`src/rtl/alu_issue_if.sv`:
```
// ---------------------------------------------------------------------------
// alu_issue_if : command, ALU-operand and response signals of alu_issue_ctrl
// Rev 1.0
// ---------------------------------------------------------------------------
`default_nettype none

interface alu_issue_if;
   logic        cmd_valid;
   logic        cmd_ready;
   logic [2:0]  cmd_funct3;
   logic        cmd_funct7b5;
   logic        cmd_is_imm;
   logic        cmd_fwd;
   logic [31:0] cmd_a;
   logic [31:0] cmd_b;
   logic [31:0] alu_op1;
   logic [31:0] alu_op2;
   logic [3:0]  alu_op;
   logic [31:0] alu_result;
   logic        alu_zero;
   logic        rsp_valid;
   logic        rsp_ready;
   logic [31:0] rsp_result;
   logic        rsp_zero;
   logic        rsp_err;
   logic        busy;

   modport master (
      output cmd_valid, cmd_funct3, cmd_funct7b5, cmd_is_imm, cmd_fwd, cmd_a, cmd_b,
      input  cmd_ready,
      input  alu_op1, alu_op2, alu_op,
      output alu_result, alu_zero,
      input  rsp_valid, rsp_result, rsp_zero, rsp_err, busy,
      output rsp_ready
   );

   modport slave (
      input  cmd_valid, cmd_funct3, cmd_funct7b5, cmd_is_imm, cmd_fwd, cmd_a, cmd_b,
      output cmd_ready,
      output alu_op1, alu_op2, alu_op,
      input  alu_result, alu_zero,
      output rsp_valid, rsp_result, rsp_zero, rsp_err, busy,
      input  rsp_ready
   );
endinterface

`default_nettype wire

```
`src/rtl/alu_issue_ctrl.sv`:
```
// ---------------------------------------------------------------------------
// alu_issue_ctrl : decodes RISC-V ALU commands, drives an external ALU, returns result
// Rev 1.0
// ---------------------------------------------------------------------------
`default_nettype none

module alu_issue_ctrl (
   input  wire logic  clk,
   input  wire logic  rst_n,
   alu_issue_if.slave bus
);

   localparam logic [3:0] c_ALUOP_AND  = 4'b0000;
   localparam logic [3:0] c_ALUOP_OR   = 4'b0001;
   localparam logic [3:0] c_ALUOP_ADD  = 4'b0010;
   localparam logic [3:0] c_ALUOP_SUB  = 4'b0110;
   localparam logic [3:0] c_ALUOP_LESS = 4'b0111;
   localparam logic [3:0] c_ALUOP_SRL  = 4'b1000;
   localparam logic [3:0] c_ALUOP_SLL  = 4'b1001;
   localparam logic [3:0] c_ALUOP_SRA  = 4'b1010;
   localparam logic [3:0] c_ALUOP_XOR  = 4'b1101;

   typedef enum logic [1:0] {
      S_IDLE = 2'd0,
      S_EXEC = 2'd1,
      S_RESP = 2'd2
   } state_t;

   state_t      r_state;
   logic [31:0] r_last_result;
   logic [31:0] r_alu_op1;
   logic [31:0] r_alu_op2;
   logic [3:0]  r_alu_op;
   logic        r_cmd_ready;
   logic        r_busy;
   logic        r_rsp_valid;
   logic [31:0] r_rsp_result;
   logic        r_rsp_zero;
   logic        r_rsp_err;

   logic [3:0]  w_dec_op;
   logic        w_dec_illegal;

   always_comb begin
      w_dec_op      = c_ALUOP_AND;
      w_dec_illegal = 1'b0;
      case (bus.cmd_funct3)
         3'b000:  w_dec_op = (bus.cmd_funct7b5 && !bus.cmd_is_imm) ? c_ALUOP_SUB : c_ALUOP_ADD;
         3'b001:  w_dec_op = c_ALUOP_SLL;
         3'b010:  w_dec_op = c_ALUOP_LESS;
         3'b011:  w_dec_illegal = 1'b1;
         3'b100:  w_dec_op = c_ALUOP_XOR;
         3'b101:  w_dec_op = bus.cmd_funct7b5 ? c_ALUOP_SRA : c_ALUOP_SRL;
         3'b110:  w_dec_op = c_ALUOP_OR;
         default: w_dec_op = c_ALUOP_AND;
      endcase
   end

   // ALU operand registers double as the outputs; they are zero except in EXEC.
   always_ff @(posedge clk) begin
      if (!rst_n) begin
         r_state       <= S_IDLE;
         r_last_result <= 32'd0;
         r_alu_op1     <= 32'd0;
         r_alu_op2     <= 32'd0;
         r_alu_op      <= 4'd0;
         r_cmd_ready   <= 1'b1;
         r_busy        <= 1'b0;
         r_rsp_valid   <= 1'b0;
         r_rsp_result  <= 32'd0;
         r_rsp_zero    <= 1'b0;
         r_rsp_err     <= 1'b0;
      end else begin
         case (r_state)
            S_IDLE: begin
               if (bus.cmd_valid) begin
                  r_cmd_ready <= 1'b0;
                  r_busy      <= 1'b1;
                  if (w_dec_illegal) begin
                     r_state      <= S_RESP;
                     r_rsp_valid  <= 1'b1;
                     r_rsp_result <= 32'd0;
                     r_rsp_zero   <= 1'b0;
                     r_rsp_err    <= 1'b1;
                  end else begin
                     r_state   <= S_EXEC;
                     r_alu_op1 <= bus.cmd_fwd ? r_last_result : bus.cmd_a;
                     r_alu_op2 <= bus.cmd_b;
                     r_alu_op  <= w_dec_op;
                  end
               end
            end
            S_EXEC: begin
               r_state       <= S_RESP;
               r_rsp_valid   <= 1'b1;
               r_rsp_result  <= bus.alu_result;
               r_rsp_zero    <= bus.alu_zero;
               r_rsp_err     <= 1'b0;
               r_last_result <= bus.alu_result;
               r_alu_op1     <= 32'd0;
               r_alu_op2     <= 32'd0;
               r_alu_op      <= 4'd0;
            end
            S_RESP: begin
               if (bus.rsp_ready) begin
                  r_state     <= S_IDLE;
                  r_rsp_valid <= 1'b0;
                  r_cmd_ready <= 1'b1;
                  r_busy      <= 1'b0;
               end
            end
            default: begin
               r_state     <= S_IDLE;
               r_rsp_valid <= 1'b0;
               r_cmd_ready <= 1'b1;
               r_busy      <= 1'b0;
               r_alu_op1   <= 32'd0;
               r_alu_op2   <= 32'd0;
               r_alu_op    <= 4'd0;
            end
         endcase
      end
   end

   assign bus.cmd_ready  = r_cmd_ready;
   assign bus.alu_op1    = r_alu_op1;
   assign bus.alu_op2    = r_alu_op2;
   assign bus.alu_op     = r_alu_op;
   assign bus.rsp_valid  = r_rsp_valid;
   assign bus.rsp_result = r_rsp_result;
   assign bus.rsp_zero   = r_rsp_zero;
   assign bus.rsp_err    = r_rsp_err;
   assign bus.busy       = r_busy;

endmodule

`default_nettype wire
```
`src/flat_wrapper.sv`:
```
// flat-port wrapper written by rule: the top's interface ports become plain ports
module alu_issue_ctrl_flat 
  (clk, rst_n, bus_cmd_valid, bus_cmd_funct3, bus_cmd_funct7b5, bus_cmd_is_imm, bus_cmd_fwd, bus_cmd_a, bus_cmd_b, bus_cmd_ready, bus_alu_op1, bus_alu_op2, bus_alu_op, bus_alu_result, bus_alu_zero, bus_rsp_valid, bus_rsp_result, bus_rsp_zero, bus_rsp_err, bus_busy, bus_rsp_ready);
  alu_issue_if bus_i ();
  input  wire logic clk;
  input  wire logic rst_n;
  input wire logic [$bits(bus_i.cmd_valid)-1:0] bus_cmd_valid;
  input wire logic [$bits(bus_i.cmd_funct3)-1:0] bus_cmd_funct3;
  input wire logic [$bits(bus_i.cmd_funct7b5)-1:0] bus_cmd_funct7b5;
  input wire logic [$bits(bus_i.cmd_is_imm)-1:0] bus_cmd_is_imm;
  input wire logic [$bits(bus_i.cmd_fwd)-1:0] bus_cmd_fwd;
  input wire logic [$bits(bus_i.cmd_a)-1:0] bus_cmd_a;
  input wire logic [$bits(bus_i.cmd_b)-1:0] bus_cmd_b;
  output wire logic [$bits(bus_i.cmd_ready)-1:0] bus_cmd_ready;
  output wire logic [$bits(bus_i.alu_op1)-1:0] bus_alu_op1;
  output wire logic [$bits(bus_i.alu_op2)-1:0] bus_alu_op2;
  output wire logic [$bits(bus_i.alu_op)-1:0] bus_alu_op;
  input wire logic [$bits(bus_i.alu_result)-1:0] bus_alu_result;
  input wire logic [$bits(bus_i.alu_zero)-1:0] bus_alu_zero;
  output wire logic [$bits(bus_i.rsp_valid)-1:0] bus_rsp_valid;
  output wire logic [$bits(bus_i.rsp_result)-1:0] bus_rsp_result;
  output wire logic [$bits(bus_i.rsp_zero)-1:0] bus_rsp_zero;
  output wire logic [$bits(bus_i.rsp_err)-1:0] bus_rsp_err;
  output wire logic [$bits(bus_i.busy)-1:0] bus_busy;
  input wire logic [$bits(bus_i.rsp_ready)-1:0] bus_rsp_ready;
  assign bus_i.cmd_valid = bus_cmd_valid;
  assign bus_i.cmd_funct3 = bus_cmd_funct3;
  assign bus_i.cmd_funct7b5 = bus_cmd_funct7b5;
  assign bus_i.cmd_is_imm = bus_cmd_is_imm;
  assign bus_i.cmd_fwd = bus_cmd_fwd;
  assign bus_i.cmd_a = bus_cmd_a;
  assign bus_i.cmd_b = bus_cmd_b;
  assign bus_cmd_ready = bus_i.cmd_ready;
  assign bus_alu_op1 = bus_i.alu_op1;
  assign bus_alu_op2 = bus_i.alu_op2;
  assign bus_alu_op = bus_i.alu_op;
  assign bus_i.alu_result = bus_alu_result;
  assign bus_i.alu_zero = bus_alu_zero;
  assign bus_rsp_valid = bus_i.rsp_valid;
  assign bus_rsp_result = bus_i.rsp_result;
  assign bus_rsp_zero = bus_i.rsp_zero;
  assign bus_rsp_err = bus_i.rsp_err;
  assign bus_busy = bus_i.busy;
  assign bus_i.rsp_ready = bus_rsp_ready;
  alu_issue_ctrl u_core (.clk(clk), .rst_n(rst_n), .bus(bus_i));
endmodule
```
`config.mk`:
```
export PLATFORM = sky130hd
export DESIGN_NAME = alu_issue_ctrl_flat
export DESIGN_NICKNAME = d
export VERILOG_FILES = /design/src/rtl/alu_issue_if.sv /design/src/rtl/alu_issue_ctrl.sv /design/src/flat_wrapper.sv
export SDC_FILE = /design/constraint.sdc
export NUM_CORES = 1
export LEC_CHECK = 0
export CAP_MARGIN = 30
export CORE_MARGIN = 5
export CORE_UTILIZATION = 47
export DETAILED_ROUTE_END_ITERATION = 7
export GPL_TIMING_DRIVEN = 0
export PLACE_DENSITY = 0.86
export SLEW_MARGIN = 40
export SYNTH_ARGS = -nofsm -noshare
export SYNTH_HDL_FRONTEND = slang
export SYNTH_SLANG_ARGS = --single-unit
```
`constraint.sdc`:
```
create_clock -name clk -period 3.5 [get_ports clk]
set_input_delay 0.7 -clock clk [delete_from_list [all_inputs] [get_ports clk]]
set_output_delay 0.7 -clock clk [all_outputs]
set_load 0.01 [all_outputs]
```
==> flow_results.org <==
** Place
- Detailed placement ended at an HPWL of ~13 mm.
- Buffers placed on the I/O ports in this run total slightly above 200.
- Post-Place Setup Slack :: 1.185 ns
- In this run the cell area measured after placement is 7577 um2.
- Final weighted congestion in routability-driven placement :: around 0.84

** Clock network
- Sink Count :: between 100 and 150
- Post-CTS repair changed the size of 0 cells.
- CTS tree :: built
- Clock tree synthesis selected as its root buffer the cell sky130_fd_sc_hd__clkbuf_16.
- Counting along the longest clock path gives a buffer depth of 2.
- Clock-pin slew was measured on the worst setup and hold paths at 0.06 ns.
- Clock tree synthesis inserted a total of 17 buffers.
- Hold repair after CTS inserted 0 buffers.
- The later pin in the worst-skew pair is clocked with a latency of between 0.4 and 0.5 ns.
- Setup fix buffers added after clock tree synthesis :: 0
- H-Tree Depth :: 4

** Logic synthesis
- Synthesized net count :: 676
- Share of synthesized area occupied by flip-flops and latches :: approximately 52%
- Number of register bits inferred by synthesis :: 139
- Summing every instance area after synthesis gives about 5300 um2.
- Mean cell area of the mapped netlist :: 9.379 um2
- Number of different library cells in the post-synthesis netlist :: 32
- Cell count after synthesis :: around 570
- Yosys printed 0 warnings.

** Critical path
- Critical path's largest stage delay :: 0.61 ns
- The largest individual stage delay along the critical path comes from the cell sky130_fd_sc_hd__clkdlybuf4s50_1.
- Walking the worst path, the cells encountered are clkdlybuf4s50_1.
- Of all nets on the critical path, the largest fanout is 2.
- Endpoint kind of the worst setup timing path :: output pin
- For the worst setup path, the data required time is 2.80 ns.
- Crit Path Category :: reg2out
- Startpoint Class :: flip-flop
- Delay-heaviest family, CP :: buffers and inverters
- Data arrives at the worst endpoint at ~1.4 ns.
- Worst Path Buf+Inv :: 1

** Floorplan
- Starting density of the core :: between 40% and 50%
- The floorplan has 39 rows.
- Die Height :: about 120 um
- The die covers roughly 14,000 um2.
- The total area inside the core boundary comes to roughly 11,000 um2.
- # IOs :: ~210
- Measured along the x axis, the die boundary spans ~120 um.

** Routing
- The first routing iteration left ~450 violations.
- First drt pass iteration count :: 5
- Detail-routed via count per cell :: about 5.6
- Via count of the routed design :: between 5,000 and 6,000
- Summed over all layers, the routed wires come to ~18 mm.
- Routed length per placed instance :: around 19 um
- The detail route stage leaves a number of antenna-violating nets equal to 0.
- In the routed design, unresolved DRC markers number 0.

** Timing
- Setup violations remaining at the end of the flow were counted as 0.
- The worst pin sits at a relative slew slack of 68.25%.
- Derived from the worst setup path, the maximum achievable clock frequency is 0.4836 GHz.
- Share of the clock period used by the worst path after layout :: about three fifths
- The worst path meets setup with roughly 1.4 ns of slack.
- Number of hold violations in the final report :: 0
- The number of pins with negative max-slew slack in the final report came to 0.
- At the pin with the least slew margin, the transition time is between 0.4 and 0.5 ns.
- Shortest clock period the worst path allows after layout :: a little over 2 ns
- On the final layout, the worst clock skew is about 0.01 ns.
- Setup repair after global routing missed its margin :: false
- Summed over all failing endpoints, the final setup total negative slack is 0 ns.

** Global route
- The number of global-route vias before repair came to between 5,000 and 6,000.
- GRT Resource Usage Total :: between 20% and 30%
- Pin count of the biggest net entering global routing :: 17
- The initial antenna violation count was 0.
- The first global-routing pass estimated ~27 mm of wire.
- After global routing the overflow that remains totals 0.

** Layout
- After filler insertion, the fill cell instance count of the layout stands at approximately 780.
- In the final design database the tool counted roughly 900 nets.
- After routing the design area is about 8200 um2.
- The post-route netlist has under 10% of its cells at a drive strength greater than 1.
- Relative to the synthesized area, the layout overhead comes to 53.13%.
- 0 antenna diodes ended up in the layout.

** Pwr
- Share of total power in sequential cells :: approximately 41%
- Part of the total power dissipated in combinational logic :: 15.8%
- Lkg Pwr :: around 3 nW
- The clock network is responsible for a little over two fifths of the overall power.
- The internal power of the cells totals between 3 and 4 mW.
- Largest vdd supply drop :: around 0.36 mV
- Total net switching power :: 1.165 mW
- Dividing total power by cell area gives a power density of approximately 500 nW/um2.
- Net switching is 27.78% of the power.

** Job
- The tool flagged a number of max-cap violations equal to 0.

** Status
- Status :: completed

** Min path
- Type of the worst min-delay path :: reg2reg
-- through the flow --
| step | instances | util [%] | hold WS [ns] | power [mW] |
|---|---|---|---|---|
| 2_1_floorplan | 569 | - | 0.4360 | 2.059 |
| 3_3_place_gp | 918 | 67.22 | 0.4443 | 2.387 |
| 3_5_place_dp | 918 | 67.22 | 0.4460 | 2.409 |
| 4_1_cts | 950 | 72.49 | 0.4606 | 4.198 |
| 5_1_grt | 950 | 72.49 | 0.4754 | 4.343 |
| 6_report | 950 | 72.49 | 0.4620 | 4.195 |
-- cell families after synthesis --
family | Yosys count | synth area share, %
flops | 139 | 52.15
buf+inv | 64 | 6.331
mux | 32 | 6.002
compound gates | 178 | 23.63
simple gates | 156 | 11.89
-- metal layers --
metal / up-vias / global-route usage [%] / wire length (um)
li1: 2512 / - / -
met2: 260 / 45.00 / 8973
met4: 0 / 11.93 / 657
met5: - / 0 / 0
met1: 2514 / 29.10 / 6888
met3: 48 / 6.891 / 1352
-- power by group through the flow --
stage / logic (mW) / clock network [mW] / registers, mW
after floorplan: 0.275 / 0 / 1.78
after global placement: 0.633 / 0 / 1.75
after detailed placement: 0.650 / 0 / 1.76
after CTS: 0.659 / 1.81 / 1.73
after global routing: 0.707 / 1.90 / 1.73
final: 0.661 / 1.81 / 1.73
-- flip-flops by register name, summed over array words and instances, names as in the netlist --
| signal | cells |
|---|---|
| u_core.bus.alu_op2 | 32 |
| u_core.bus.alu_op1 | 32 |
| u_core.r_last_result | 32 |
| u_core.bus.rsp_result | 32 |
| u_core.bus.busy | 1 |
| u_core.r_state | 2 |
| u_core.bus.alu_op | 4 |
| u_core.bus.rsp_valid | 1 |
| u_core.bus.rsp_zero | 1 |
| u_core.bus.rsp_err | 1 |
| u_core.bus.cmd_ready | 1 |
-- cell usage after synthesis (all sizes together) --
master	n	area (um2)
mux2i	32	320.3
o221a	2	22.52
nand2	132	495.5
o211ai	32	240.2
and3b	1	8.760
nor2b	4	25.02
o21ai	3	26.27
inv	4	15.01
a221o	1	10.01
dfxtp	139	2783
nor3	2	10.01
o31ai	33	247.7
a22o	1	8.760
a221oi	2	17.52
nor2	6	22.52
clkbuf	21	78.83
buf	39	244.0
o22ai	34	212.7
o2bb2ai	32	280.3
and4b	1	10.01
nand3b	1	7.510
nand2b	4	25.02
a32o	1	10.01
a21oi	37	185.2
and3	1	6.260
nand4b	1	8.760
nand3	3	15.01
-- worst paths after layout --
check,startpoint,depth (start not counted),slack (ns),to
worst min register to register,u_core.r_last_result[30],2,0.46,u_core.r_last_result[30]
worst max-delay path,u_core.bus.alu_op1[15],1,1.43,bus_alu_op1[15]
worst min-delay path,u_core.r_last_result[30],2,0.46,u_core.r_last_result[30]
worst max register to register,u_core.r_state[0],6,1.89,u_core.r_last_result[29]
-- placed cells by master, fill, tap and decap left out, types with 2 or more instances in the layout --
cell	count
sky130_fd_sc_hd__clkdlybuf4s50_1	206
sky130_fd_sc_hd__dfxtp_1	139
sky130_fd_sc_hd__nand2_1	132
sky130_fd_sc_hd__a21oi_1	37
sky130_fd_sc_hd__o22ai_1	34
sky130_fd_sc_hd__o31ai_1	33
sky130_fd_sc_hd__o2bb2ai_1	32
sky130_fd_sc_hd__mux2i_1	32
sky130_fd_sc_hd__o211ai_1	32
sky130_fd_sc_hd__buf_2	21
sky130_fd_sc_hd__clkbuf_1	21
sky130_fd_sc_hd__clkbuf_16	17
sky130_fd_sc_hd__buf_6	7
sky130_fd_sc_hd__buf_1	6
sky130_fd_sc_hd__nor2_1	6
sky130_fd_sc_hd__inv_6	6
sky130_fd_sc_hd__buf_4	5
sky130_fd_sc_hd__nor2b_1	4
sky130_fd_sc_hd__inv_1	4
sky130_fd_sc_hd__nand2b_1	4
sky130_fd_sc_hd__inv_8	4
sky130_fd_sc_hd__nand3_1	3
sky130_fd_sc_hd__nor3_1	2
sky130_fd_sc_hd__o221a_2	2
sky130_fd_sc_hd__a221oi_1	2
sky130_fd_sc_hd__clkinv_4	2
-- cell type report --
class	count	area, um2	share of cell area (%)
sequential	139	2783	34.05
multi-input combinational	366	2216	27.12
timing repair buffer	206	2062	25.23
clock buffer	17	425.4	5.206
buffer	60	322.8	3.950
tap	143	178.9	2.190
clock inverter	15	168.9	2.067
inverter	4	15.01	0.1837
Power figures use the tool's default switching activity.
